<file path="config.mk">
export PLATFORM = sky130hd
export DESIGN_NAME = aib_cfg_avmm_rsp
export DESIGN_NICKNAME = d
export VERILOG_FILES = /design/src/rtl/aib_cfg_avmm_pkg.sv /design/src/rtl/aib_cfg_avmm_regfile.sv /design/src/rtl/aib_cfg_avmm_rsp.sv
export SDC_FILE = /design/constraint.sdc
export NUM_CORES = 1
export LEC_CHECK = 0
export ABC_AREA = 1
export CAP_MARGIN = 20
export CELL_PAD_IN_SITES_DETAIL_PLACEMENT = 1
export CELL_PAD_IN_SITES_GLOBAL_PLACEMENT = 1
export CORE_ASPECT_RATIO = 0.7
export CORE_UTILIZATION = 38
export CTS_CLUSTER_SIZE = 8
export DETAILED_ROUTE_END_ITERATION = 16
export PLACE_DENSITY_LB_ADDON = 0.1
export RECOVER_POWER = 100
export SYNTH_ARGS = -nofsm -noshare
export SYNTH_HDL_FRONTEND = slang
export SYNTH_SLANG_ARGS = --single-unit
</file>
<file path="constraint.sdc">
create_clock -name i_cfg_avmm_clk -period 15.2 [get_ports i_cfg_avmm_clk]
set_clock_uncertainty 0.05 [all_clocks]
set_input_delay 1.52 -clock i_cfg_avmm_clk [delete_from_list [all_inputs] [get_ports i_cfg_avmm_clk]]
set_output_delay 1.52 -clock i_cfg_avmm_clk [all_outputs]
set_load 0.01 [all_outputs]
</file>
<file path="src/rtl/aib_cfg_avmm_pkg.sv">
// Shared types and constants for the AIB configuration Avalon-MM responder.
package aib_cfg_avmm_pkg;

    typedef enum logic [1:0] {
        IDLE = 2'd0,
        ACK  = 2'd1,
        RDV  = 2'd2,
        RDV2 = 2'd3
    } cfg_state_e;

    localparam int unsigned VERSION  = 0;
    localparam int unsigned STATUS   = 7;
    localparam int unsigned NUM_REGS = 8;

    localparam logic [31:0] VERSION_VALUE = 32'h0A1B_0100;

    localparam int unsigned ST_RW_BOTH = 0;
    localparam int unsigned ST_OOR     = 1;

    function automatic logic [31:0] version_word(input logic [5:0] channel_id);
        return VERSION_VALUE | {26'd0, channel_id};
    endfunction

endpackage

</file>
<file path="src/rtl/aib_cfg_avmm_regfile.sv">
// Register storage: version word, six byte-maskable R/W words and a W1C status word.
module aib_cfg_avmm_regfile
    import aib_cfg_avmm_pkg::*;
(
    input  logic         clk,
    input  logic         rst,
    input  logic [5:0]   channel_id,
    input  logic         wr_en,
    input  logic [2:0]   wr_off,
    input  logic [3:0]   byte_en,
    input  logic [31:0]  wdata,
    input  logic         set_rw_both,
    input  logic         set_oor,
    input  logic [2:0]   rd_off,
    output logic [31:0]  rd_data,
    output logic [191:0] csr_reg
);

    logic [31:0] regs [1:6];
    logic [1:0]  status;
    logic [1:0]  status_nxt;

    always_comb begin
        status_nxt = status;
        if (wr_en && wr_off == 3'(STATUS) && byte_en[0])
            status_nxt = status & ~wdata[1:0];
        // a flag raised in the same cycle as its clear stays set
        if (set_rw_both)
            status_nxt[ST_RW_BOTH] = 1'b1;
        if (set_oor)
            status_nxt[ST_OOR] = 1'b1;
    end

    always_ff @(posedge clk or posedge rst) begin
        if (rst) begin
            for (int unsigned r = 1; r < STATUS; r++)
                regs[r] <= '0;
            status <= '0;
        end else begin
            status <= status_nxt;
            for (int unsigned r = 1; r < STATUS; r++) begin
                if (wr_en && wr_off == 3'(r)) begin
                    for (int unsigned b = 0; b < 4; b++) begin
                        if (byte_en[b])
                            regs[r][8*b +: 8] <= wdata[8*b +: 8];
                    end
                end
            end
        end
    end

    always_comb begin
        rd_data = '0;
        if (rd_off == 3'(VERSION))
            rd_data = version_word(channel_id);
        else if (rd_off == 3'(STATUS))
            rd_data = {30'd0, status};
        else begin
            for (int unsigned r = 1; r < STATUS; r++) begin
                if (rd_off == 3'(r))
                    rd_data = regs[r];
            end
        end
    end

    assign csr_reg = {regs[6], regs[5], regs[4], regs[3], regs[2], regs[1]};

endmodule

</file>
<file path="src/rtl/aib_cfg_avmm_rsp.sv">
// Per-channel Avalon-MM config responder: address decode and handshake FSM.
// Define AIB_CFG_AVMM_RDPIPE_EN to add one register stage on the read-data path.
module aib_cfg_avmm_rsp
    import aib_cfg_avmm_pkg::*;
(
    input  logic         i_cfg_avmm_clk,
    input  logic         i_cfg_avmm_rst,
    input  logic [5:0]   i_channel_id,
    input  logic [16:0]  i_cfg_avmm_addr,
    input  logic [3:0]   i_cfg_avmm_byte_en,
    input  logic         i_cfg_avmm_read,
    input  logic         i_cfg_avmm_write,
    input  logic [31:0]  i_cfg_avmm_wdata,
    output logic [31:0]  o_cfg_avmm_rdata,
    output logic         o_cfg_avmm_rdatavld,
    output logic         o_cfg_avmm_waitreq,
    output logic [191:0] o_csr_reg
);

    cfg_state_e  state;
    logic [8:0]  word_off;
    logic        hit;
    logic        in_range;
    logic        in_ack;
    logic [31:0] rf_rdata;
    logic        unused_addr_lsb;
`ifdef AIB_CFG_AVMM_RDPIPE_EN
    logic [31:0] rd_pipe;
`endif

    assign word_off        = i_cfg_avmm_addr[10:2];
    assign hit             = (i_cfg_avmm_read || i_cfg_avmm_write) &&
                             (i_cfg_avmm_addr[16:11] == i_channel_id);
    assign in_range        = word_off < 9'(NUM_REGS);
    assign in_ack          = (state == ACK);
    assign unused_addr_lsb = ^i_cfg_avmm_addr[1:0];

    // The master holds the request stable through ACK, so the commit uses live inputs.
    aib_cfg_avmm_regfile u_regfile (
        .clk         (i_cfg_avmm_clk),
        .rst         (i_cfg_avmm_rst),
        .channel_id  (i_channel_id),
        .wr_en       (in_ack && i_cfg_avmm_write && in_range),
        .wr_off      (word_off[2:0]),
        .byte_en     (i_cfg_avmm_byte_en),
        .wdata       (i_cfg_avmm_wdata),
        .set_rw_both (in_ack && i_cfg_avmm_read && i_cfg_avmm_write),
        .set_oor     (in_ack && !in_range),
        .rd_off      (word_off[2:0]),
        .rd_data     (rf_rdata),
        .csr_reg     (o_csr_reg)
    );

    always_ff @(posedge i_cfg_avmm_clk or posedge i_cfg_avmm_rst) begin
        if (i_cfg_avmm_rst) begin
            state               <= IDLE;
            o_cfg_avmm_waitreq  <= 1'b1;
            o_cfg_avmm_rdatavld <= 1'b0;
            o_cfg_avmm_rdata    <= '0;
`ifdef AIB_CFG_AVMM_RDPIPE_EN
            rd_pipe             <= '0;
`endif
        end else begin
            o_cfg_avmm_waitreq  <= 1'b1;
            o_cfg_avmm_rdatavld <= 1'b0;
            o_cfg_avmm_rdata    <= '0;
            case (state)
                IDLE: begin
                    if (hit) begin
                        state              <= ACK;
                        o_cfg_avmm_waitreq <= 1'b0;
                    end
                end
                ACK: begin
                    if (i_cfg_avmm_read && !i_cfg_avmm_write) begin
                        state <= RDV;
`ifdef AIB_CFG_AVMM_RDPIPE_EN
                        rd_pipe <= in_range ? rf_rdata : '0;
`else
                        o_cfg_avmm_rdatavld <= 1'b1;
                        o_cfg_avmm_rdata    <= in_range ? rf_rdata : '0;
`endif
                    end else begin
                        state <= IDLE;
                    end
                end
                RDV: begin
`ifdef AIB_CFG_AVMM_RDPIPE_EN
                    state               <= RDV2;
                    o_cfg_avmm_rdatavld <= 1'b1;
                    o_cfg_avmm_rdata    <= rd_pipe;
`else
                    state <= IDLE;
`endif
                end
                RDV2:    state <= IDLE;
                default: state <= IDLE;
            endcase
        end
    end

endmodule

</file>
=== Yosys cells after proc, flatten, opt, wreduce, memory -nomap -nowiden ===
Index checks and enable logic that the tools add are counted.
Widths: inputs -> output; s select.

* Register bits after elaboration: 230
* Bits of input ports: 63
* Output and inout bits: 226
* Word-level logic and storage cells: 113

* $lt $le $gt $ge: 1
* Eq/ne operators: 12
* Muxes and demuxes: 21
* Bitwise operators: 2
* Reduce and logical (&&, ||, !) cells: 47

{| class="wikitable"
|+ Operators with widths
! cell !! count
|-
| $mux 32 || 11
|-
| $reduce_and 2->1 || 24
|-
| $logic_and 1x1->1 || 15
|-
| $eq 3x3->1 const B || 4
|-
| $lt 9x4->1 const B || 1
|-
| $eq 3x2->1 const B || 2
|-
| $eq 6x6->1 || 1
|-
| $mux 1 || 6
|-
| $mux 2 || 3
|-
| $pmux 2 s3 || 1
|-
| $eq 2x2->1 const B || 2
|-
| $reduce_bool 2->1 || 2
|-
| $eq 3x1->1 const B || 1
|-
| $logic_not 3->1 || 1
|-
| $and 2x2->2 || 1
|-
| $eq 2x1->1 const B || 1
|-
| $logic_not 1->1 || 2
|-
| $logic_not 2->1 || 1
|-
| $ne 2x2->1 const B || 1
|-
| $not 2->2 || 1
|-
| $reduce_or 2->1 || 1
|-
| $logic_or 1x1->1 || 1
|}

=== Longest topological paths before layout ===
Gate-level depths: netlist of the first run.

* Depth in word-level cells: 12
* Gate-level depth with buffers: 11
* Mapped depth without buffers: 10

=== By module ===
A second synthesis of the first run with hierarchy kept.

* Cells, all modules: 1255
* Area total of the unflattened synthesis: 10348.7 µm²

{| class="wikitable"
|+ By module, submodules not included
! module !! instances !! cells an instance !! area each (µm²) !! seq. area each (µm²)
|-
| aib_cfg_avmm_regfile || 1 || 1094 || 8904.8 || 4854.7
|-
| aib_cfg_avmm_rsp || 1 || 161 || 1443.9 || 902.1
|}

=== Least setup slack after synthesis of the first run ===
Ideal clock, no wire load.

* Path type: input to register
* Start: input port i_cfg_avmm_addr[4]
* End: register o_cfg_avmm_rdata[16]
* Library setup time: 0.078 ns
* Arrival time: 2.647 ns
* Data required time: 15.072 ns
* Setup slack: 12.425 ns
* Stages: 10
* Buffers on the path: 3
* Path through: buf_2 -> inv_2 -> nand3_1 -> inv_1 -> buf_2 -> buf_2 -> nand2_1 -> nand4_1 -> nand2_1 -> a21oi_1

* Word-level cells in the longest chain between the ends: 12
* Elaborated cells between the ends (all ways): 20
* Those cells by class: order compare: 1; eq/ne: 7; mux: 11; reduce/logical: 1

{| class="wikitable"
|+ Ends and longest elaborated chain
! what !! line !! RTL
|-
| from (decl) || aib_cfg_avmm_rsp.sv:9 || <nowiki>input logic [16:0] i_cfg_avmm_addr,</nowiki>
|-
| $eq 3x1->1 || aib_cfg_avmm_regfile.sv:60 || <nowiki>if (rd_off == 3'(r))</nowiki>
|-
| $mux 32 (6 in a row) || aib_cfg_avmm_regfile.sv:60 ||
|-
| $mux 32 || aib_cfg_avmm_regfile.sv:56 || <nowiki>else if (rd_off == 3'(STATUS))</nowiki>
|-
| $mux 32 || aib_cfg_avmm_regfile.sv:54 || <nowiki>if (rd_off == 3'(VERSION))</nowiki>
|-
| $mux 32 * || aib_cfg_avmm_rsp.sv:81 || <nowiki>o_cfg_avmm_rdata <= in_range ? rf_rdata : '0;</nowiki>
|-
| $mux 32 * || aib_cfg_avmm_rsp.sv:75 || <nowiki>if (i_cfg_avmm_read && !i_cfg_avmm_write) begin</nowiki>
|-
| $mux 32 * || aib_cfg_avmm_rsp.sv:67 || <nowiki>case (state)</nowiki>
|-
| to (signal assigned) || aib_cfg_avmm_rsp.sv:81 ||
|-
| to (decl) || aib_cfg_avmm_rsp.sv:14 || <nowiki>output logic [31:0] o_cfg_avmm_rdata,</nowiki>
|}

Every way passes the cells marked *; elsewhere a longest branch is shown, timed or not.
A chain may end at the register's enable or synchronous reset.

==> impl_metrics.toml, run 1 <==
[flow_run]
cap_viol_max_count = 5

[synthesis]
syn_nets = 1229
syn_area_per_cell_sq_um = 8.53
ys_ff_latch = 230
ys_seq_area_share_pct = 57.9
synth_cell_types = 25
synth_cells = 1166
yosysWarnings = 0
netlist_area_sq_mm = 0.00994

[timing]
hold_violations = 0
setup_viol = 0
period_minus_slack_ns = 7.77
worst_slew_pin_slew_ns = 4.33
fmax_mhz = 129
fin_ws_ns = 7.43
slew-limit-headroom_pct = -190
finalCritPeriodShare_pct = 51.1
setup_tns_ns = 0
rsz0062_at_grt = "no"
drv_slew = 291

[detailed_routing]
drt_iter0_markers = 503
routed_wl_mm = 35.4
routedWlPerCell_um = 19.9
vias = 9214
drc_errors = 0
first_pass_iters = 5
via_per_inst = 5.18
ant_nets = 0

[place]
dpl.hpwl_mm = 24.3
dp_slack_ns = 10.35
portBuffers = 286
dpl_cell_area_sq_mm = 0.0130
dpl.cell_count = 1736
gp_congestion = 0.804

[worst_setup_path]
path_cells = "dlygate4sd3_1, clkinvlp_2, clkbuf_1"
crit_buf_inv = 3
required_ns = 14.85
criticalPathCategory = "in2async"
slowest_stage = "clkbuf_1"
cp.arrival_ns = 7.42
startpoint_type = "primary input"
end_kind = "async pin"
critPathMaxStageDelay_ns = 2.84
critPathTopFamily = "buffers and inverters"
critPathMaxFanout = 97

[clock_tree]
clock-root-buffer = "clkbuf_16"
cts_max_level = 2
cts_hold_buf = 0
cts_tree = "yes"
cts.clk_slew.worst_paths_ns = 0.05
cts-resized-gates = 0
clock_sinks = 230
cts.path.max_buffers = 3
postCtsSetupRepairBufs = 0
clock_latency_ns = 0.50
numCtsBuffers = 34

[global_route]
grt_max_degree = 98
grt_overflow = 0
grt.total_usage_pct = 26.6
antenna_found_initial = 0
grt_pass1_vias = 9433
grt_pass1_wl_mm = 54.8

[run_status]
outcome = "finished with violations"
violations = "max-capacitance violations, max-slew violations"

[layout]
final_common_cell = "nand2_1"
final_layout_size_suffix_gt1_share_pct = 4.49
final_cell_mix = "408 x nand2_1, 232 x dlygate4sd3_1, 229 x dfrtp_1"
largest_reg_flops = 192
utilization_pct = 54.0
fillCellCount = 3001
fin_cells = 1779
syn_to_final_growth_pct = 39.4
nets = 1504
design_area_sq_mm = 0.0139

[power_and_ir_drop]
power.density_mw_per_mm2 = 98.3
leakage_uw = 0.00718
vdd_drop_max_mv = 0.0611

[floorplanning]
core_sq_mm = 0.0257
die_area_sq_mm = 0.0268
die_w_um = 195
rows = 49
io_pins = 289
die_h_um = 137
initial_core_util_pct = 38.7

[worst_hold_path]
min_path_type = "reg2reg"
## worst register-to-register path: stages, from the launching register on
cell and delay [ns]:
dfrtp_1 0.39, nor2_2 0.19, nand2_1 0.09, nor2_1 1.44, nand3_1 1.06, o21ai_0 0.51
## per-stage QoR
step / hold WS, ns / power (uW)
after global placement: 0.426 / 696
after global routing: 0.472 / 1400
after detailed placement: 0.443 / 697
after CTS: 0.458 / 1380
final: 0.449 / 1360
after floorplan: 0.405 / 662
## layer usage
layer	global-route usage (%)	share of wire (%)	vias up
met5	0	0	-
met4	6.43	1.4	0
met3	6.93	7.0	42
met2	41.1	44	288
met1	37.4	47	4563
li1	-	-	4321
## where the power goes
part,internal [uW],switching (uW)
Sequential,616,1.05
Combinational,22.4,46.7
Clock,414,263
Total,1050,311
## synth_stat cells (all sizes together)
cell | n | area share [%]
dfstp | 1 | 0.26
a21oi | 19 | 0.96
buf | 36 | 1.9
nor3 | 4 | 0.54
or2 | 14 | 0.88
nor2 | 49 | 2.0
nand2b | 1 | 0.063
o21bai | 5 | 0.38
nor3b | 1 | 0.076
o211ai | 2 | 0.15
nand4 | 24 | 1.5
nand3 | 46 | 2.8
dfrtp | 229 | 58
o21ai | 215 | 11
nand2 | 408 | 15
clkbuf | 20 | 0.76
a31oi | 6 | 0.38
xor2 | 4 | 0.35
inv | 82 | 3.1
## worst paths after layout
check                                         start                endpoint  slack [ns]  depth (start not counted)
min reg2reg                  u_regfile.csr_reg[179]  u_regfile.csr_reg[179]        0.45                          2
max reg2reg                                state[1]   u_regfile.csr_reg[79]       11.35                          5
max in group i_cfg_avmm_clk      i_cfg_avmm_addr[2]  u_regfile.csr_reg[143]        9.20                          6
max                                  i_cfg_avmm_rst    u_regfile.csr_reg[7]        7.43                          3
min in group asynchronous            i_cfg_avmm_rst    o_cfg_avmm_rdata[13]        2.73                          2
min                          u_regfile.csr_reg[179]  u_regfile.csr_reg[179]        0.45                          2
## logic make-up after synthesis
kind of cell           after synthesis  share of synthesized area [%]
AO/OA/AOI/OAI                      247                           12.7
XOR/XNOR                             4                          0.352
buffers and inverters              138                           5.79
flip-flops                         230                           57.9
AND/OR/NAND/NOR                    547                           23.3
## layout make-up
class                           instances  area (sq um)  area share (%)
Antenna cell                            1          2.50          0.0181
Timing Repair Buffer                  295          2920            21.1
Clock inverter                          1          8.76          0.0632
Clock buffer                           41           908            6.55
Sequential cell                       230          5760            41.5
Multi-Input combinational cell        798          3540            25.6
Tap cell                              331           414            2.99
Inverter                               82           309            2.23
Power figures use the tool's default switching activity.
==> run 2: changes to the inputs <==
--- a/config.mk
+++ b/config.mk
@@ -10,7 +10,7 @@
 export CELL_PAD_IN_SITES_DETAIL_PLACEMENT = 1
 export CELL_PAD_IN_SITES_GLOBAL_PLACEMENT = 1
 export CORE_ASPECT_RATIO = 0.7
-export CORE_UTILIZATION = 38
+export CORE_UTILIZATION = 35
 export CTS_CLUSTER_SIZE = 8
 export DETAILED_ROUTE_END_ITERATION = 16
 export PLACE_DENSITY_LB_ADDON = 0.1
==> constraint.sdc (replaced) <==
create_clock -name i_cfg_avmm_clk -period 7.2 [get_ports i_cfg_avmm_clk]
set_clock_uncertainty 0.05 [all_clocks]
set_input_delay 0.72 -clock i_cfg_avmm_clk [delete_from_list [all_inputs] [get_ports i_cfg_avmm_clk]]
set_output_delay 0.72 -clock i_cfg_avmm_clk [all_outputs]
set_load 0.01 [all_outputs]
==> run 2 against run 1 <==
Net effect: the run still ends with max-capacitance violations, max-slew violations left; non-clock buffer count fell by 1; sequential power is 110% higher; first-iteration DRC count decreased by 13%; utilization down 3.9 points; power up 110%; critical path type is now in2reg; global-route usage decreased by 1.8 points; count of clock-buffer cells in the layout rose by 3; sequential cell count did not move; routed wire length increased by 0.15%; clock power rose by 120%.
==> impl_metrics.toml, run 2 (synthesis gave the netlist of run 1 again) <==
[clock_tree]
clock_sinks = 230
postCtsSetupRepairBufs = 0
numCtsBuffers = 34
cts-resized-gates = 0
cts.clk_slew.worst_paths_ns = 0.05
clock_latency_ns = 0.51
cts_tree = "yes"
cts_max_level = 2
cts_hold_buf = 0
cts.path.max_buffers = 3
clock-root-buffer = "clkbuf_16"

[global_route]
grt_pass1_wl_mm = 54.9
use_met1_pct = 35.2
grt_max_degree = 130
top_usage_layer = "met2"
grt_pass1_vias = 9158
grt_overflow = 0
grt.total_usage_pct = 24.8
grtUsageMet3_pct = 6.71
antenna_found_initial = 0
grt.met2_usage_pct = 37.6

[floorplanning]
die_area_sq_mm = 0.0291
core_sq_mm = 0.0279
rows = 51
io_pins = 289
initial_core_util_pct = 35.7
die_w_um = 203
die_h_um = 143

[timing]
drv_slew = 121
worst_slew_pin_slew_ns = 2.02
setup_viol = 0
slew-limit-headroom_pct = -34.8
period_minus_slack_ns = 5.02
hold_violations = 0
finalCritPeriodShare_pct = 69.7
fmax_mhz = 199
setup_tns_ns = 0
rsz0062_at_grt = "no"

[flow_run]
cap_viol_max_count = 4

[layout]
final_common_cell = "nand2_1"
final-seq-area_sq_mm = 0.00576
largest_reg_flops = 192
antenna-diode-count = 0
fin_cells = 1819
multi_input_area_sq_mm = 0.00355
nets = 1503
fillCellCount = 3298
final_layout_size_suffix_gt1_share_pct = 4.63
final_cell_mix = "408 x nand2_1, 231 x dlygate4sd3_1, 229 x dfrtp_1"
syn_to_final_growth_pct = 40.4

[worst_setup_path]
required_ns = 7.55
startpoint_type = "primary input"
criticalPathCategory = "in2reg"
cp.arrival_ns = 5.36
critPathMaxFanout = 30
end_kind = "flop"

[place]
portBuffers = 286
dpl.hpwl_mm = 24.7
dpl.cell_count = 1775
gp_congestion = 0.807

[detailed_routing]
routedWlPerCell_um = 19.5
drt_iter0_markers = 436
vias = 9051
ant_nets = 0
routed_wl_mm = 35.5
via_per_inst = 4.98
drc_errors = 0
first_pass_iters = 4

[worst_hold_path]
min_path_type = "reg2reg"

[power_and_ir_drop]
vdd_drop_max_mv = 0.134
power.density_mw_per_mm2 = 210
leakage_uw = 0.00721
power_uw = 2930

[run_status]
violations = "max-capacitance violations, max-slew violations"
outcome = "finished with violations"
[run 2: cell types whose count changed in the layout (fill, tap and decap cells not counted), sizes merged]
cell and delta:
diode -1, clkbuf +3, dlygate4sd3 -1, clkinvlp -1, clkdlybuf4s50 +1, buf -1
[run 2: path summary, 6_finish.rpt]
path	start	to	slack [ns]	depth (start not counted)
worst min-delay path	u_regfile.status[1]	u_regfile.status[1]	0.44	2
worst max register to register	state[1]	u_regfile.csr_reg[69]	3.37	5
min in group asynchronous	i_cfg_avmm_rst	o_cfg_avmm_rdata[13]	0.81	2
max in group asynchronous	i_cfg_avmm_rst	u_regfile.csr_reg[28]	3.80	3
worst min register to register	u_regfile.status[1]	u_regfile.status[1]	0.44	2
worst max-delay path	i_cfg_avmm_addr[2]	u_regfile.csr_reg[130]	2.18	6
[run 2: area by class of cell]
| type | instances | area share, % |
|---|---|---|
| Tap cell | 371 | 3.33 |
| Multi-Input combinational cell | 798 | 25.4 |
| Sequential cell | 230 | 41.2 |
| Timing Repair Buffer | 294 | 20.9 |
| Clock buffer | 44 | 6.89 |
| Inverter | 82 | 2.26 |
[run 2: power by group]
group	switching (uW)	total, uW	internal, uW
clock network	560	1480	918
logic	98.4	146	47.5
registers	1.80	1300	1300
[run 2: per-layer routing]
metal | share of wire (%) | vias to the layer above
met1 | 48 | 4461
met2 | 44 | 243
met5 | 0 | -
met3 | 6.6 | 39
li1 | - | 4308
met4 | 1.4 | 0
[run 2: metrics by stage]
step | instance area [sq um] | setup WS [ns] | hold slack, ns | utilization, %
after floorplan | 9940 | 0.127 | 0.405 | -
after global placement | 13100 | 3.24 | 0.427 | 46.9
after detailed placement | 13100 | 3.17 | 0.439 | 46.9
after CTS | 14000 | 3.68 | 0.449 | 50.3
after global routing | 14000 | 1.75 | 0.469 | 50.0
final | 14000 | 2.18 | 0.443 | 50.0
[run 2: critical path, cell delays in order]
cell           delay (ns)
dlygate4sd3_1        0.78
inv_1                0.20
nor3_1               0.82
clkbuf_1             1.45
nand3_1              0.94
o21ai_0              0.43
==> run 3: changes to the inputs <==
--- a/config.mk
+++ b/config.mk
@@ -10,7 +10,7 @@
 export CELL_PAD_IN_SITES_DETAIL_PLACEMENT = 1
 export CELL_PAD_IN_SITES_GLOBAL_PLACEMENT = 1
 export CORE_ASPECT_RATIO = 0.7
-export CORE_UTILIZATION = 35
+export CORE_UTILIZATION = 31
 export CTS_CLUSTER_SIZE = 8
 export DETAILED_ROUTE_END_ITERATION = 16
 export PLACE_DENSITY_LB_ADDON = 0.1
==> constraint.sdc (replaced) <==
create_clock -name i_cfg_avmm_clk -period 4.48 [get_ports i_cfg_avmm_clk]
set_clock_uncertainty 0.05 [all_clocks]
set_input_delay 0.448 -clock i_cfg_avmm_clk [delete_from_list [all_inputs] [get_ports i_cfg_avmm_clk]]
set_output_delay 0.448 -clock i_cfg_avmm_clk [all_outputs]
set_load 0.01 [all_outputs]
==> run 3 against run 2 <==
Net effect: the flow still finishes with violations (max-capacitance violations, max-slew violations); routed wire length rose by 3.7%; sequential share of layout area fell by 0.27 points; setup slack got worse by 1.2 ns; highest routed layer unchanged; clock power rose by 55%.
==> impl_metrics.toml, run 3 (synthesis gave the netlist of run 1 again) <==
[worst_setup_path]
crit_buf_inv = 3
path_cells = "dlygate4sd3_1, inv_1, nor3_4, clkbuf_1, nand3_1, o21ai_0"
worstSetupEndpoint = "u_regfile.csr_reg[5]"
r2r-end = "o_cfg_avmm_rdata[6]"
required_ns = 4.82
cp.arrival_ns = 3.81
critPathMaxStageDelay_ns = 0.76
reg2reg_slack_ns = 1.72
reg2regPathDepth = 9
startpoint_type = "primary input"
critPathTopFamily = "buffers and inverters"
end_kind = "flop"
critPathMaxFanout = 16
slowest_stage = "dlygate4sd3_1"
cp-startpoint = "i_cfg_avmm_addr[2]"
r2r_start = "state[1]"
criticalPathCategory = "in2reg"
cp.depth = 6

[place]
dp_slack_ns = 1.10
dpl_cell_area_sq_mm = 0.0132
gp_congestion = 0.781
portBuffers = 286
dpl.hpwl_mm = 25.5
dpl.cell_count = 1833

[layout]
final_common_cell = "nand2_1"
design_area_sq_mm = 0.0140
final_layout_size_suffix_gt1_share_pct = 4.81
antenna-diode-count = 0
final_cell_mix = "408 x nand2_1, 230 x dlygate4sd3_1, 229 x dfrtp_1"
nets = 1512
syn_to_final_growth_pct = 41.3
fin_cells = 1875
largest_reg_flops = 192

[global_route]
grt.total_usage_pct = 22.9
grt_pass1_wl_mm = 57.8
antenna_found_initial = 0
grt_overflow = 0
grt_pass1_vias = 9328
grt_max_degree = 94

[run_status]
outcome = "finished with violations"
violations = "max-capacitance violations, max-slew violations"

[clock_tree]
postCtsSetupRepairBufs = 0
numCtsBuffers = 34
clock_sinks = 230
cts_max_level = 2
clock-root-buffer = "clkbuf_16"
cts_hold_buf = 0
cts.path.max_buffers = 3
cts-resized-gates = 0
cts_tree = "yes"
clock_latency_ns = 0.50
cts.clk_slew.worst_paths_ns = 0.05

[detailed_routing]
routedWlPerCell_um = 19.6
routed_wl_mm = 36.8
ant_nets = 0
drc_errors = 0
drt_iter0_markers = 591
first_pass_iters = 4
via_per_inst = 4.77
vias = 8950

[timing]
finalCritPeriodShare_pct = 77.4
slew-limit-headroom_pct = -2.58
setup_tns_ns = 0
fin_ws_ns = 1.01
rsz0062_at_grt = "no"
period_minus_slack_ns = 3.47
setup_viol = 0
hold_violations = 0
drv_slew = 28
worst_slew_pin_slew_ns = 1.53
fmax_mhz = 288

[floorplanning]
initial_core_util_pct = 31.7
die_area_sq_mm = 0.0328
rows = 54
die_h_um = 152
die_w_um = 216
core_sq_mm = 0.0314
io_pins = 289

[power_and_ir_drop]
leakage_uw = 0.00722
vdd_drop_max_mv = 0.245
power.density_mw_per_mm2 = 330
power_uw = 4630

[flow_run]
cap_viol_max_count = 1

[worst_hold_path]
min_path_type = "reg2reg"
-- run 3: routing by layer --
metal | vias up | track usage, % | routed length (um)
li1 | 4322 | - | -
met1 | 4397 | 33.1 | 17800
met2 | 205 | 34.2 | 16100
met3 | 26 | 6.49 | 2570
met4 | 0 | 3.96 | 275
met5 | - | 0 | 0
-- run 3: layout make-up --
cell class	instances	area, sq um
Clock buffer	41	908
Clock inverter	1	8.76
Fill cell	3685	17300
Inverter	82	309
Multi-Input combinational cell	798	3550
Sequential cell	230	5760
Tap cell	420	526
Timing Repair Buffer	303	2990
-- run 3: worst min-delay path by stage --
stage                                      start                      to  slack (ns)  depth (start not counted)
after floorplan              u_regfile.status[1]     u_regfile.status[1]        0.40                          2
final                     u_regfile.csr_reg[179]  u_regfile.csr_reg[179]        0.45                          2
after global routing      u_regfile.csr_reg[180]  u_regfile.csr_reg[180]        0.48                          2
after global placement       u_regfile.status[1]     u_regfile.status[1]        0.43                          2
after detailed placement     u_regfile.status[0]     u_regfile.status[0]        0.44                          2
after CTS                         i_cfg_avmm_rst  u_regfile.csr_reg[136]        0.39                          2
-- run 3: per-stage QoR --
stage | utilization, % | hold WS, ns
floorplan | - | 0.405
global placement | 42.2 | 0.425
detailed placement | 42.2 | 0.440
CTS | 45.1 | 0.392
global route | 44.8 | 0.476
finish | 44.8 | 0.445
-- run 3: worst min-delay path, stage by stage (launching register included) --
cell	delay (ns)
dfrtp_1	0.35
nand2_1	0.06
o21ai_0	0.06
-- run 3: power by group --
| group | switching [uW] | internal, uW | total, uW | leakage (uW) |
|---|---|---|---|---|
| Combinational | 161 | 82.2 | 243 | 0.00356 |
| Sequential | 2.95 | 2090 | 2090 | 0.00321 |
| Clock | 894 | 1400 | 2300 | 0.000449 |
| Total | 1060 | 3570 | 4630 | 0.00722 |
